==> config.mk <==
export PLATFORM = sky130hd
export DESIGN_NAME = metro_code_entry
export DESIGN_NICKNAME = d
export VERILOG_FILES = /design/src/rtl/metro_code_entry.sv
export SDC_FILE = /design/constraint.sdc
export NUM_CORES = 1
export LEC_CHECK = 0
export BUFFER_PORTS_ARGS = -buffer_cell sky130_fd_sc_hd__buf_2
export CAP_MARGIN = 20
export CORE_MARGIN = 5
export CORE_UTILIZATION = 30
export CTS_CLUSTER_DIAMETER = 50
export DETAILED_ROUTE_END_ITERATION = 8
export SYNTH_ARGS = -nofsm -noshare
export SYNTH_HDL_FRONTEND = slang
export SYNTH_SLANG_ARGS = --single-unit
export TNS_END_PERCENT = 20
==> constraint.sdc <==
create_clock -name clk -period 2.4 [get_ports clk]
set_input_delay 0.36 -clock clk [delete_from_list [all_inputs] [get_ports clk]]
set_output_delay 0.36 -clock clk [all_outputs]
set_load 0.1 [all_outputs]
==> src/rtl/metro_code_entry.sv <==
// Keypad front end for the metro gate: holds a 4-bit code, submits it to the door
// controller, classifies the response as granted/denied and locks out after repeated denials.
module metro_code_entry #(
  parameter int unsigned MAX_FAIL     = 3,
  parameter int unsigned LOCK_CYCLES  = 16,
  parameter int unsigned RESP_TIMEOUT = 4
) (
  input  logic       clk,
  input  logic       reset_n,
  input  logic       key_valid,
  input  logic [3:0] key_code,
  input  logic       key_enter,
  input  logic       key_clear,
  input  logic       door_open,
  output logic       validate_code,
  output logic [3:0] access_code,
  output logic       busy,
  output logic       granted,
  output logic       denied,
  output logic       locked,
  output logic [2:0] fail_count
);

  localparam int unsigned RESP_W = $clog2(RESP_TIMEOUT);
  localparam int unsigned LOCK_W = (LOCK_CYCLES > 1) ? $clog2(LOCK_CYCLES) : 1;
  localparam logic [RESP_W-1:0] RESP_LAST  = RESP_W'(RESP_TIMEOUT - 1);
  localparam logic [LOCK_W-1:0] LOCK_LAST  = LOCK_W'(LOCK_CYCLES - 1);
  localparam logic [2:0]        FAIL_LIMIT = 3'(MAX_FAIL);

  typedef enum logic [2:0] {
    S_IDLE,
    S_SEND,
    S_WAIT_RESP,
    S_DOOR_OPEN,
    S_LOCKOUT
  } state_t;

  state_t            r_state,    w_state_nx;
  logic [3:0]        r_code,     w_code_nx;
  logic              r_loaded,   w_loaded_nx;
  logic [RESP_W-1:0] r_resp_cnt, w_resp_nx;
  logic [LOCK_W-1:0] r_lock_cnt, w_lock_nx;
  logic [2:0]        r_fail,     w_fail_nx;
  logic              r_granted,  w_granted_nx;
  logic              r_denied,   w_denied_nx;
  logic [2:0]        w_fail_inc;

  assign w_fail_inc = r_fail + 3'd1;

  always_ff @(posedge clk or negedge reset_n) begin
    if (!reset_n) begin
      r_state    <= S_IDLE;
      r_code     <= '0;
      r_loaded   <= 1'b0;
      r_resp_cnt <= '0;
      r_lock_cnt <= '0;
      r_fail     <= '0;
      r_granted  <= 1'b0;
      r_denied   <= 1'b0;
    end else begin
      r_state    <= w_state_nx;
      r_code     <= w_code_nx;
      r_loaded   <= w_loaded_nx;
      r_resp_cnt <= w_resp_nx;
      r_lock_cnt <= w_lock_nx;
      r_fail     <= w_fail_nx;
      r_granted  <= w_granted_nx;
      r_denied   <= w_denied_nx;
    end
  end

  always_comb begin
    w_state_nx   = r_state;
    w_code_nx    = r_code;
    w_loaded_nx  = r_loaded;
    w_resp_nx    = r_resp_cnt;
    w_lock_nx    = r_lock_cnt;
    w_fail_nx    = r_fail;
    w_granted_nx = 1'b0;
    w_denied_nx  = 1'b0;
    case (r_state)
      S_IDLE: begin
        if (key_clear) begin
          w_code_nx   = '0;
          w_loaded_nx = 1'b0;
        end else if (key_enter && r_loaded) begin
          w_state_nx = S_SEND;
        end else if (key_valid) begin
          w_code_nx   = key_code;
          w_loaded_nx = 1'b1;
        end
      end
      S_SEND: begin
        w_state_nx = S_WAIT_RESP;
        w_resp_nx  = '0;
      end
      S_WAIT_RESP: begin
        if (door_open) begin
          w_granted_nx = 1'b1;
          w_fail_nx    = '0;
          w_state_nx   = S_DOOR_OPEN;
        end else if (r_resp_cnt == RESP_LAST) begin
          w_denied_nx = 1'b1;
          w_fail_nx   = w_fail_inc;
          if (w_fail_inc == FAIL_LIMIT) begin
            // code stays on access_code through lockout; it is dropped on the way back to IDLE
            w_state_nx = S_LOCKOUT;
            w_lock_nx  = '0;
          end else begin
            w_state_nx  = S_IDLE;
            w_code_nx   = '0;
            w_loaded_nx = 1'b0;
          end
        end else begin
          w_resp_nx = r_resp_cnt + 1'b1;
        end
      end
      S_DOOR_OPEN: begin
        if (!door_open) begin
          w_state_nx  = S_IDLE;
          w_code_nx   = '0;
          w_loaded_nx = 1'b0;
        end
      end
      S_LOCKOUT: begin
        if (r_lock_cnt == LOCK_LAST) begin
          w_state_nx  = S_IDLE;
          w_fail_nx   = '0;
          w_code_nx   = '0;
          w_loaded_nx = 1'b0;
        end else begin
          w_lock_nx = r_lock_cnt + 1'b1;
        end
      end
      default: w_state_nx = S_IDLE;
    endcase
  end

  assign validate_code = (r_state == S_SEND);
  assign busy          = (r_state != S_IDLE);
  assign locked        = (r_state == S_LOCKOUT);
  assign access_code   = r_code;
  assign granted       = r_granted;
  assign denied        = r_denied;
  assign fail_count    = r_fail;

endmodule

==> results by group <==
Pwr
  – Worst vdd ir: between 0.3 and 0.4 mV
  – Int Pwr: approximately 0.0006 W
  – Sw power: roughly 0.00066 W
  – Flop pwr share: between 30% and 40%
  – Gate power share: 50.7%
  – Switching share of power: 51.8%
  – Leak: around 0.60 nW
  – Pwr/cell area: 1090 mW/mm^2
  – Clock share of power: between 10% and 20%

Synth
  – Cells after synthesis: ~110
  – EDFF count, synth: 0
  – Cell taking the most area after synthesis: dfrtp_1
  – Post-synth top area share: 47.6%
  – Synth Net Count: around 120
  – Sequential-to-total area share from yosys stat: approximately 48%
  – Syn avg cell area: around 9.5 um^2
  – Post-synth ARST share: between 90% and 100%
  – #FFs+latches synth: 19
  – Synth warn: 0
  – Synthesized area: approximately 1000 um^2
  – Top cells by area, synth: dfrtp_1, ha_1, mux2i_1, nand2_1, o21ai_0
  – Netlist cell types: 33
  – Main synth FF type: dfrtp_1

Critical path
  – CP Data Required Time: between 2000 and 2500 ps
  – R2r endpoint: r_loaded$_DFFE_PN0P_
  – Worst-case reg-to-reg path depth: 5
  – Crit Path Class: reg2out
  – CP Launch Point: r_state[1]$_DFFE_PN0P_
  – CP endpoint: locked
  – CP Capture Type: output pin
  – Crit-path max FO: 15
  – Crit path DAT: ~1700 ps
  – R2r startpoint: r_state[2]$_DFFE_PN0P_
  – R2r setup slk: 380 ps
  – Crit path launch type: flop

Placed design
  – Pre-CTS setup slack: 426 ps
  – Post-DP HPWL: 1.51 mm
  – Port Buffers: 21
  – Placer Congestion: about 0.81

Flow run
  – Max-capacitance violation count: 0

Timing
  – Setup Total Neg Slack: 0 ps
  – Slew at the pin closest to its max-slew limit: 541 ps
  – Setup Skew: about 3.4 ps
  – Minimum clock period: approximately 2100 ps
  – RSZ-0062 raised after global routing: false
  – Relative slew slack: between 60% and 70%
  – Final setup fails: 0
  – Max-slew violations: 0
  – Fmax: slightly below 0.5 GHz
  – Fin. Hold Viols: 0
  – Part of the cycle the worst path needs: between 80 and 90%
  – Setup WS post-layout: 330 ps

Clocking
  – Clock transition at the registers of the reported paths: between 100 and 150 ps
  – CTS sink cnt: 19
  – Resize count post-CTS: 0
  – Cts bufs inserted: 3
  – Max H-tree Level: 1
  – TritonCTS clock tree: built
  – Clk root buf: clkbuf_4
  – Clock Path Buffers: 2
  – Clock Latency Late Sink: 300 ps

Floorplan
  – I/O Pins: 22
  – Initial core utilization: 30.4%
  – Die Width: 67.7 um
  – Std-Cell Rows: 21
  – Die area: roughly 0.0046 mm^2
  – Die height: just under 70 um
  – Core area: between 0.003 and 0.004 mm^2

Routing
  – Drt total wl: 2.06 mm
  – Final ANT Viol Nets: 0
  – DR vias/cell: between 4 and 5
  – Vias: 787
  – WL per Instance: about 12 um
  – DRT iter0 DRCs: 27
  – Post-route DRC: 0
  – Pre-Repair DR Iteration Count: 4

GRT
  – Largest net degree at the start of global routing: 20
  – Number of antenna violations at the first check in global routing: 0
  – Vias in the first global route: around 800
  – First-pass GRT wire length: approximately 3.5 mm
  – GR Overflow Total: 0
  – Gr usage total: 9.99%

Final layout
  – Fillers: around 340
  – Post-layout util: about 36%
  – Area occupied by multi-input gates: 467 um^2
  – Layout cell share with drive strength beyond 1: around 24%
  – Antenna Cells: 0
  – Layout Nets: approximately 140
  – Area added between synthesis and finish: 17.9%
  – Sequential cell area: approximately 480 um^2
  – Commonest cells after routing, fill and taps aside: buf_2, dfrtp_1, nand2_1
  – Most common cell after layout, fill and taps aside: buf_2

Worst hold path
  – Tightest Hold Check Type: in2reg

Outcome
  – Status: complete, no violations
==> cells in the mapped netlist (all sizes together) (2+ instances only) <==
library cell,n
nand2b,2
ha,4
a21o,2
dfrtp,19
nor2,7
a22o,2
inv,10
o21ai,10
nor3,2
nor2b,2
a21oi,2
or3,2
o21bai,2
nand2,14
nand3,4
mux2i,5
a211oi,2
buf,3
mux2,2
==> how the worst min path moves through the flow <==
| stage | start | end | slack [ps] | depth (start not counted) |
|---|---|---|---|---|
| after global routing | key_code[2] | access_code[2]$_DFFE_PN0P_ | 310 | 3 |
| final | key_code[2] | access_code[2]$_DFFE_PN0P_ | 290 | 3 |
| after global placement | reset_n | denied$_DFF_PN0_ | 320 | 1 |
| after CTS | key_code[2] | access_code[2]$_DFFE_PN0P_ | 280 | 3 |
| after floorplan | reset_n | access_code[0]$_DFFE_PN0P_ | 60 | 0 |
| after detailed placement | reset_n | fail_count[2]$_DFFE_PN0P_ | 320 | 1 |
==> metal layers <==
layer  wire (um)  up-vias  GRT usage [%]
met5           0        -              0
met4          15        0           5.57
met3          82        2           1.50
met2        1040       21           16.4
met1         926      365           12.4
li1            -      399              -
==> critical path: stages, from the launching register on <==
cell	delay, ps
dfrtp_1	550
nor2_1	240
nand2_2	90
inv_2	100
buf_2	430
==> flip-flops by register name, summed over array words and instances (netlist names) <==
register	count
r_resp_cnt	2
granted	1
denied	1
r_lock_cnt	4
r_loaded	1
access_code	4
r_state	3
fail_count	3
==> metrics by stage <==
| stage | hold slack, ps | area, um^2 | power (W) | instances |
|---|---|---|---|---|
| 3_3_place_gp | 317 | 1140 | 0.00111 | 168 |
| 6_report | 289 | 1180 | 0.00128 | 173 |
| 2_1_floorplan | 64.4 | 1000 | 0.00104 | 105 |
| 5_1_grt | 310 | 1180 | 0.00135 | 173 |
| 3_5_place_dp | 324 | 1140 | 0.00112 | 168 |
| 4_1_cts | 281 | 1180 | 0.00129 | 173 |
==> area by class of cell <==
cell class | instances | area share, %
Tap cell | 46 | 4.88
Sequential cell | 19 | 40.3
Inverter | 10 | 3.18
Multi-Input combinational cell | 72 | 39.6
Clock buffer | 4 | 2.23
Timing Repair Buffer | 22 | 9.77
==> power groups by stage <==
stage	sequential [W]	combinational, W	clock, W
floorplan	0.000686	0.000351	0
global placement	0.000465	0.000648	0
detailed placement	0.000471	0.000651	0
CTS	0.000467	0.000655	0.000172
global route	0.000480	0.000695	0.000179
finish	0.000468	0.000650	0.000165
==> what timing repair did <==
item                      in CTS  in global routing
hold buffers                   1                  0
hold endpoints to repair      19                  0
setup buffers                  0                  0
==> cells by family after synthesis <==
| group | share of synthesized area (%) |
|---|---|
| buf+inv | 6.26 |
| simple gates | 17.9 |
| flops | 47.6 |
| fa+ha+maj | 5.01 |
| compound gates | 14.8 |
| xor+xnor | 0.876 |
| mux | 7.63 |
No activity file was read; power rests on OpenSTA's default activity.
